### src/rtl/hot_vec_pkg.sv
`default_nettype none
// +----------------------------------------------------------------------+
// | hot_vec_pkg                                                          |
// | Shared types and helpers for the hot vector scanner.                 |
// | Revision: 1.0                                                        |
// +----------------------------------------------------------------------+
package hot_vec_pkg;

    typedef enum logic [1:0] {
        IDLE = 2'd0,
        SCAN = 2'd1,
        DONE = 2'd2
    } state_t;

    localparam logic MODE_FIXED = 1'b0;
    localparam logic MODE_RR    = 1'b1;

    function automatic int hv_clog2(input int n);
        int r;
        r = 0;
        for (int k = 0; (1 << k) < n; k++) r = k + 1;
        return r;
    endfunction

endpackage
`default_nettype wire

### src/rtl/priority_encoder_param.sv
`default_nettype none
// +----------------------------------------------------------------------+
// | priority_encoder_param                                               |
// | Two-level lowest-set-bit encoder: GROUP-wide sub-encoders feeding a  |
// | group-valid encoder.                                                 |
// | Revision: 1.0                                                        |
// +----------------------------------------------------------------------+
module priority_encoder_param
    import hot_vec_pkg::*;
#(
    parameter int WIDTH = 20,
    parameter int GROUP = 4,
    parameter int IDX_W = hv_clog2(WIDTH)
) (
    input  logic [WIDTH-1:0] vec,
    output logic [IDX_W-1:0] idx,
    output logic             any
);

    localparam int NGRP = WIDTH / GROUP;
    localparam int GW   = (GROUP > 1) ? hv_clog2(GROUP) : 1;

    logic [NGRP-1:0] w_grp_any;
    logic [GW-1:0]   w_grp_idx [NGRP];

    for (genvar g = 0; g < NGRP; g++) begin : g_grp
        logic [GW-1:0] w_loc;

        always_comb begin
            w_loc = '0;
            for (int b = GROUP - 1; b >= 0; b--) begin
                if (vec[g*GROUP + b]) w_loc = GW'(b);
            end
        end

        assign w_grp_any[g] = |vec[g*GROUP +: GROUP];
        assign w_grp_idx[g] = w_loc;
    end

    // Scanning downward leaves the lowest populated group as the winner.
    always_comb begin
        any = |w_grp_any;
        idx = '0;
        for (int g = NGRP - 1; g >= 0; g--) begin
            if (w_grp_any[g]) idx = IDX_W'(g * GROUP) + IDX_W'(w_grp_idx[g]);
        end
    end

endmodule
`default_nettype wire

### src/rtl/hot_vector_scanner.sv
`default_nettype none
// +----------------------------------------------------------------------+
// | hot_vector_scanner                                                   |
// | Loads a hot vector and drains one set-bit index per handshake, in    |
// | fixed LSB-first or round-robin order.                                |
// | Revision: 1.0                                                        |
// +----------------------------------------------------------------------+
module hot_vector_scanner
    import hot_vec_pkg::*;
#(
    parameter int WIDTH = 20,
    parameter int GROUP = 4,
    parameter int IDX_W = hv_clog2(WIDTH),
    parameter int CNT_W = hv_clog2(WIDTH + 1)
) (
    input  logic             clk_i,
    input  logic             reset_i,
    input  logic [WIDTH-1:0] hot_vector_i,
    input  logic             mode_i,
    input  logic             load_valid_i,
    output logic             load_ready_o,
    input  logic             flush_i,
    output logic [IDX_W-1:0] idx_o,
    output logic             valid_o,
    input  logic             ready_i,
    output logic [CNT_W-1:0] remaining_o,
    output logic             done_o
);

    localparam logic [IDX_W-1:0] c_LAST_RST = IDX_W'(WIDTH - 1);

    state_t           r_state;
    logic [WIDTH-1:0] r_pending;
    logic             r_mode;
    logic [IDX_W-1:0] r_last;
    logic [CNT_W-1:0] r_remaining;
    logic             r_load_ready;
    logic             r_done;

    logic [WIDTH-1:0] w_mask;
    logic [WIDTH-1:0] w_next;
    logic [CNT_W-1:0] w_pop;
    logic [IDX_W-1:0] w_hi_idx;
    logic [IDX_W-1:0] w_all_idx;
    logic [IDX_W-1:0] w_sel;
    logic             w_hi_any;
    logic             w_all_any;

    always_comb begin
        w_mask = '0;
        w_pop  = '0;
        for (int i = 0; i < WIDTH; i++) begin
            w_mask[i] = (i > int'(r_last));
            w_pop     = w_pop + CNT_W'(hot_vector_i[i]);
        end
    end

    priority_encoder_param #(.WIDTH(WIDTH), .GROUP(GROUP), .IDX_W(IDX_W)) u_enc_hi (
        .vec (r_pending & w_mask),
        .idx (w_hi_idx),
        .any (w_hi_any)
    );

    priority_encoder_param #(.WIDTH(WIDTH), .GROUP(GROUP), .IDX_W(IDX_W)) u_enc_all (
        .vec (r_pending),
        .idx (w_all_idx),
        .any (w_all_any)
    );

    // An empty upper search means the round-robin pointer wraps to the bottom.
    assign w_sel  = (r_mode == MODE_RR && w_hi_any) ? w_hi_idx : w_all_idx;
    assign w_next = r_pending & ~(WIDTH'(1) << w_sel);

    always_ff @(posedge clk_i) begin
        if (reset_i) begin
            r_state      <= IDLE;
            r_pending    <= '0;
            r_mode       <= MODE_FIXED;
            r_last       <= c_LAST_RST;
            r_remaining  <= '0;
            r_load_ready <= 1'b1;
            r_done       <= 1'b0;
        end else begin
            r_done <= 1'b0;
            unique case (r_state)
                IDLE: begin
                    if (!flush_i && load_valid_i) begin
                        r_pending    <= hot_vector_i;
                        r_mode       <= mode_i;
                        r_remaining  <= w_pop;
                        r_load_ready <= 1'b0;
                        if (hot_vector_i != '0) begin
                            r_state <= SCAN;
                        end else begin
                            r_state <= DONE;
                            r_done  <= 1'b1;
                        end
                    end
                end
                SCAN: begin
                    if (ready_i) r_last <= w_sel;
                    if (flush_i) begin
                        r_state      <= IDLE;
                        r_pending    <= '0;
                        r_remaining  <= '0;
                        r_load_ready <= 1'b1;
                    end else if (ready_i) begin
                        r_pending   <= w_next;
                        r_remaining <= r_remaining - CNT_W'(1);
                        if (w_next == '0) begin
                            r_state <= DONE;
                            r_done  <= 1'b1;
                        end
                    end
                end
                DONE: begin
                    r_state      <= IDLE;
                    r_pending    <= '0;
                    r_remaining  <= '0;
                    r_load_ready <= 1'b1;
                end
                default: begin
                    r_state      <= IDLE;
                    r_load_ready <= 1'b1;
                end
            endcase
        end
    end

    assign load_ready_o = r_load_ready;
    assign valid_o      = (r_state == SCAN) && w_all_any;
    assign idx_o        = w_sel;
    assign remaining_o  = r_remaining;
    assign done_o       = r_done;

endmodule
`default_nettype wire

### config.mk
export PLATFORM = sky130hd
export DESIGN_NAME = hot_vector_scanner
export DESIGN_NICKNAME = d
export VERILOG_FILES = /design/src/rtl/hot_vec_pkg.sv /design/src/rtl/priority_encoder_param.sv /design/src/rtl/hot_vector_scanner.sv
export SDC_FILE = /design/constraint.sdc
export NUM_CORES = 1
export LEC_CHECK = 0
export BUFFER_PORTS_ARGS = -buffer_cell sky130_fd_sc_hd__buf_2
export CORE_MARGIN = 1
export CORE_UTILIZATION = 50
export DETAILED_ROUTE_END_ITERATION = 12
export PLACE_DENSITY_LB_ADDON = 0.05
export SYNTH_ARGS = -nofsm -noshare
export SYNTH_HDL_FRONTEND = slang
export SYNTH_HIERARCHICAL = 1
export SYNTH_SLANG_ARGS = --single-unit
### constraint.sdc
create_clock -name clk_i -period 3.65 [get_ports clk_i]
set_input_delay 0 -clock clk_i [delete_from_list [all_inputs] [get_ports clk_i]]
set_output_delay 0 -clock clk_i [all_outputs]
set_load 0.01 [all_outputs]
# == After elaboration in Yosys (flattened, before gate mapping) ==
# Cells that the tools add are included.
# classes
add_sub_neg,28
n_mul,0
n_div,0
magnitude_cmp,19
eq_ne,6
n_shift,1
n_mux,74
bitwise,3
n_reduce_logical,25
# ops
op,count
2-bit two-way mux,45
5-bit by 1-bit adder with 5-bit output,15
5-bit two-way mux,14
20-bit two-way mux,3
20-bit one-hot mux with 3 select lines,1
20-bit bitwise AND,2
"4-bit by 5-bit greater-than comparator with 1-bit output, first input constant",8
20-bit OR reduction,2
4-bit OR reduction,10
"4-bit by 2-bit adder with 5-bit output, first input constant",4
"3-bit by 5-bit greater-than comparator with 1-bit output, first input constant",4
"5-bit greater-than comparator, first input constant",4
20-bit logical NOT,1
20-bit NOT,1
20-bit nonzero test,1
"1-bit by 5-bit << shifter with 20-bit output, first input constant",1
5-bit one-hot mux with 3 select lines,1
"5-bit by 2-bit adder with 5-bit output, first input constant",2
"2-bit by 5-bit greater-than comparator with 1-bit output, first input constant",2
"3-bit by 2-bit adder with 4-bit output, first input constant",2
1-bit two-way mux,7
"3-bit != test, second input constant",2
2-bit AND reduction,3
3-bit AND reduction,2
other kinds (15),19
# word_totals
ff_bits,35
latchBits,0
ram_bits,0
romBits,0
input_bits,26
out_inout_bits,13
word_cells,163
n_memories,0

# == Longest topological paths before layout ==
# depth
depth_word,21
depth_mapped,17
ltp_nobuf,17

# == Cells and area by module ==
# Netlist, hierarchy kept.
# modules_own_cells
mod,n_inst,cells_per_inst,area_each_um2,seq_area_each_um2
hot_vector_scanner,1,387,2984.1,700.7
priority_encoder_param,2,40,255.2,0.0

# == Worst setup path before layout ==
# OpenSTA, ideal clock, no wires.
# synth_timing
path_kind,input to register
from,in hot_vector_i[0]
to,reg r_remaining[3] (netlist: remaining_o[3])
setup_time_ns,0.128
arrival_ns,3.692
t_required_ns,3.522
setup_slack_ns,-0.170
cell_stages,16
path_buffers,0
cell_sequence,inv_1 > fa_1 > fa_1 > inv_1 > fa_1 > fa_1 > inv_1 > fa_1 > inv_1 > ha_1 > a21o_1 > a21oi_1 > xnor2_1 > o22ai_1 > a22oi_1 > nor2_1
# synth_via
elab_chain_len,21
# synth_lines
item,line,text
from (decl),hot_vector_scanner.sv:18,"input logic [WIDTH-1:0] hot_vector_i,"
1-bit by 1-bit adder with 2-bit output,hot_vector_scanner.sv:54,w_pop = w_pop + CNT_W'(hot_vector_i[i]);
2-bit by 1-bit adder with 3-bit output,hot_vector_scanner.sv:54,
3-bit by 1-bit adder with 4-bit output,hot_vector_scanner.sv:54,
4-bit by 1-bit adder with 5-bit output,hot_vector_scanner.sv:54,
5-bit by 1-bit adder with 5-bit output (15 in series),hot_vector_scanner.sv:54,
5-bit two-way mux,hot_vector_scanner.sv:87,if (!flush_i && load_valid_i) begin
5-bit one-hot mux with 3 select lines,hot_vector_scanner.sv:85,unique case (r_state)
to (signal assigned),hot_vector_scanner.sv:90,r_remaining <= w_pop;
to (signal assigned),hot_vector_scanner.sv:109,r_remaining <= r_remaining - CNT_W'(1);
to (decl),hot_vector_scanner.sv:36,logic [CNT_W-1:0] r_remaining;
# Every way passes these cells. The select of a mux whose other input is x is not followed.
# A chain may end at the register's enable or synchronous reset.

# == Worst setup path in the final report ==
# layout_timing
from,reg r_last[1]
to,reg r_state[1]
# layout_via
elab_cells_between_ends,63
classes_between,add/sub: 4; order compare: 19; eq/ne: 1; shift: 1; mux: 26; bitwise: 3; reduce/logical: 9
# layout_lines
item,line,text
from (decl),hot_vector_scanner.sv:35,logic [IDX_W-1:0] r_last;
from (signal assigned),hot_vector_scanner.sv:79,r_last <= c_LAST_RST;
from (signal assigned),hot_vector_scanner.sv:101,if (ready_i) r_last <= w_sel;
"1-bit by 5-bit greater-than comparator with 1-bit output, or another cell as far along",hot_vector_scanner.sv:53,w_mask[i] = (i > int'(r_last));
20-bit bitwise AND *,hot_vector_scanner.sv:59,".vec (r_pending & w_mask),"
20-bit OR reduction *,priority_encoder_param.sv:42,any = |w_grp_any;
via w_hi_any,hot_vector_scanner.sv:46,logic w_hi_any;
1-bit logical AND *,hot_vector_scanner.sv:71,assign w_sel = (r_mode == MODE_RR && w_hi_any) ? w_hi_idx : w_all_idx;
5-bit two-way mux *,hot_vector_scanner.sv:71,
1-bit by 5-bit << shifter with 20-bit output *,hot_vector_scanner.sv:72,assign w_next = r_pending & ~(WIDTH'(1) << w_sel);
20-bit NOT *,hot_vector_scanner.sv:72,
20-bit bitwise AND *,hot_vector_scanner.sv:72,
20-bit logical NOT *,hot_vector_scanner.sv:110,if (w_next == '0) begin
3-bit != test (no source line) *,--,
3-bit AND reduction (no source line) *,--,
to (signal assigned),hot_vector_scanner.sv:76,r_state <= IDLE;
to (signal assigned),hot_vector_scanner.sv:111,r_state <= DONE;
to (signal assigned),hot_vector_scanner.sv:117,r_state <= IDLE;
to (decl),hot_vector_scanner.sv:32,state_t r_state;
# Mark *: on every way through the listed nets, which the timed path passes. The rest lies on a longest branch.

==> results.toml <==
[route]
drtAntennaViolNets = 0
drt_pass1_iterations = 5
drt-total-wl_um = 12600
drt-wirelength-per-cell_um = 18.6
vias = 4115
drc = 0
vias_per_cell = 6.10
drt_iter0_drc = 453

[clock_tree]
htree_levels = 2
cts.sinks = 35
clk_path_buf_depth = 2
cts_root_buffer = "clkbuf_8"
clock_latency_ps = 300
tritoncts = "done"
clkTransAtPathRegs_ps = 90
numCtsBuffers = 5

[setup_path]
worstSetupEndpointType = "flip-flop"
crit_arrival_ps = 3890
ff2ff_path_depth = 15
rr_startpoint = "r_last[1]"
r2r_end = "r_state[1]"
rrSetupSlack_ps = -20
crit_family = "compound AO/OA/AOI/OAI gates"
cpMostUsedCell = "buf_4"
critPathSlowestCell = "or3_4"
crit_buf_inv = 3
path_max_fanout = 6
startpoint_type = "flip-flop"
crit_chain = "buf_4 > or3_4 > a21oi_4 > nor4_4 > and2_4 > nand3b_1 > buf_6 > buf_4 > a21boi_1 > or2_4 > o31ai_2 > nand4_1 > o41ai_2 > o211ai_1 > a211oi_2"
critical_path_class = "reg -> reg"
slowest_delay_ps = 410
cp.required_ps = 3870

[die]
coreArea_um2 = 6760
die_height_um = 85.6
io_pins = 39
fp.dieArea_um2 = 7330
die_w_um = 85.6
rows = 30
initial_core_util_pct = 51.7

[sta]
relSlewSlack_pct = 24.1
setup_slack_ps = -20.8
max_clock_freq_mhz = 272
post-route-period-util_pct = 101
tightestPinTransition_ps = 1140
post-route-min-period_ps = 3670
skew_ps = 9.83
slew_viol_final = 0
setup_viol_count_final = 2
hold_viol = 0
grt_setup_unrepaired = "true"

[grt]
met2_usage_pct = 57.0
grt-busiest-layer = "met2"
grt_pass1_wl_um = 18600
grt_max_degree = 33
grt_pass1_vias = 3633
antenna_found_initial = 0
gr-usage-met3_pct = 4.23
track_usage_pct = 32.9
grt_overflow = 0
grt_use_met1_pct = 43.3

[place]
io_buffers = 38
detailed_place.area_um2 = 4250
gp_congestion = 1.00
place_hpwl_um = 8990

[hold_path]
hold_path_depth = 3
hp-start = "hot_vector_i[18]"
hp-class = "in -> reg"
hold_end = "r_pending[18]"

[layout]
n_fill_cell = 547
fin_nets = 645
final_area_um2 = 4940
insertedDiodeCount = 0
regArea_um2 = 717
final_layout_size_suffix_gt1_share_pct = 39.8
layout_common_cells = "85 x buf_4, 49 x nor2_1, 48 x inv_1, 34 x buf_2, 33 x o21ai_0"
syn_to_final_growth_pct = 41.4
final_common_cell = "buf_4"
multiInputGateArea_um2 = 2790
fin_util_pct = 73.1

[run]
max-cap-violations = 0

[synth]
avgSynthCellArea_um2 = 7.48
ys_seq_elements = 35
synth.distinct_cells = 67
synthArstFlopShare_pct = 0
syn_inst = 467
synth_warnings = 6
syn_area_um2 = 3490
synth_ff_type = "dfxtp_1"
ys_seq_area_share_pct = 20.1
synth_edf_count = 0

[pwr]
powerDensity_nw_per_um2 = 1030
peakVddDrop_v = 0.000572
p_leak_nw = 2.13

[outcome]
status = "finished, violations left"
violations = "setup timing"
## kinds of logic after synthesis
kind of cell             after synthesis  synth area share (%)
flip-flops                            35                  20.1
adder cells (fa/ha/maj)               25                  12.0
AND/OR/NAND/NOR                      183                  30.4
buffers and inverters                 81                  9.45
other                                  1                 0.107
multiplexers                           3                 0.895
AO/OA/AOI/OAI                        137                  26.7
XOR/XNOR                               2                 0.501
## how the worst max path moves through the flow
| stage | startpoint | to | slack, ps | cells past startpoint |
|---|---|---|---|---|
| after global routing | r_last[1] | r_state[1] | -140 | 16 |
| after floorplan | hot_vector_i[3] | remaining_o[3] | -30 | 16 |
| after CTS | r_last[1] | r_state[1] | -40 | 15 |
| after detailed placement | hot_vector_i[3] | remaining_o[4] | -330 | 18 |
| after global placement | hot_vector_i[3] | remaining_o[4] | -290 | 18 |
| final | r_last[1] | r_state[1] | -20 | 15 |
## worst register-to-register path: stages, from the launching register on
cell and delay (ps):
dfxtp_2 350, buf_4 150, or3_4 410, a21oi_4 230, nor4_4 80, and2_4 170
nand3b_1 140, buf_6 150, buf_4 150, a21boi_1 110, or2_4 310, o31ai_2 330
nand4_1 260, o41ai_2 330, o211ai_1 210, a211oi_2 210
## per-layer routing
| metal | vias to the layer above | wire length, um |
|---|---|---|
| li1 | 1921 | - |
| met1 | 1938 | 5080 |
| met2 | 203 | 6160 |
| met3 | 53 | 843 |
| met4 | 0 | 480 |
| met5 | - | 0 |
## report_power, final
| part | internal (mW) | switching [mW] | leakage [nW] |
|---|---|---|---|
| Clock | 0.137 | 0.172 | 0.0408 |
| Sequential | 0.513 | 0.163 | 0.287 |
| Combinational | 1.80 | 2.30 | 1.80 |
| Total | 2.45 | 2.64 | 2.13 |
## flip-flops by register name (all words and copies together) (netlist names)
register and cells:
r_pending 20, r_last 5, remaining_o 5, r_state 2, done_o 1, load_ready_o 1
r_mode 1
## repair_timing
action | in CTS | in global routing
hold buffers | 1 | 0
gates resized for setup | 10 | 100
hold endpoints to repair | 1 | 0
setup buffers | 3 | 21
pin swaps | 9 | 36
cloned | 0 | 1
endpoints found under the setup margin | 4 | 8
## metrics by stage
stage	setup slack [ps]	total power, mW	hold WS (ps)	cells	TNS, ps
after floorplan	-30.4	2.74	145	470	-30.4
after global placement	-288	3.98	256	642	-1210
after detailed placement	-327	4.03	262	642	-1480
after CTS	-38.4	4.43	5.35	654	-38.4
after global routing	-135	5.42	38.0	675	-467
final	-20.8	5.09	3.81	675	-31.9
## cells in the mapped netlist (3+ instances only)
cell type  instances  share of area, %
o31ai_1           12               2.6
a22oi_1           13               2.8
o221ai_1          10               2.5
and3_1             5              0.90
clkbuf_1          15               1.6
a31oi_1            7               1.3
nor3b_1            7               1.5
nor2_2             4              0.72
o211ai_1           3              0.64
fa_1              14               8.0
a21oi_1           25               3.6
nand3_1            8               1.1
dfxtp_1           35                20
nand4_1            3              0.54
nand2_1           31               3.3
ha_1              11               3.9
and4b_1            3              0.86
o311ai_0           3              0.75
o21ai_0           39               5.6
and3b_1            4               1.0
or2_2              3              0.54
or3_1              4              0.72
and2_1             8               1.4
and4bb_1           3               1.1
nor4_1            14               2.5
nor2_1            51               5.5
nor3_1            10               1.4
inv_1             60               6.4
o22ai_1            5              0.90
nand2b_1           4              0.72
buf_6              3              0.97
## area by class of cell
cell class / count / area share, %
inverter: 62 / 4.81
timing repair buffer: 136 / 20.3
clock inverter: 3 / 0.481
multi-input combinational: 354 / 56.5
clock buffer: 5 / 1.39
sequential: 35 / 14.5
tap: 80 / 2.03
(Power assumes the default switching activity.)
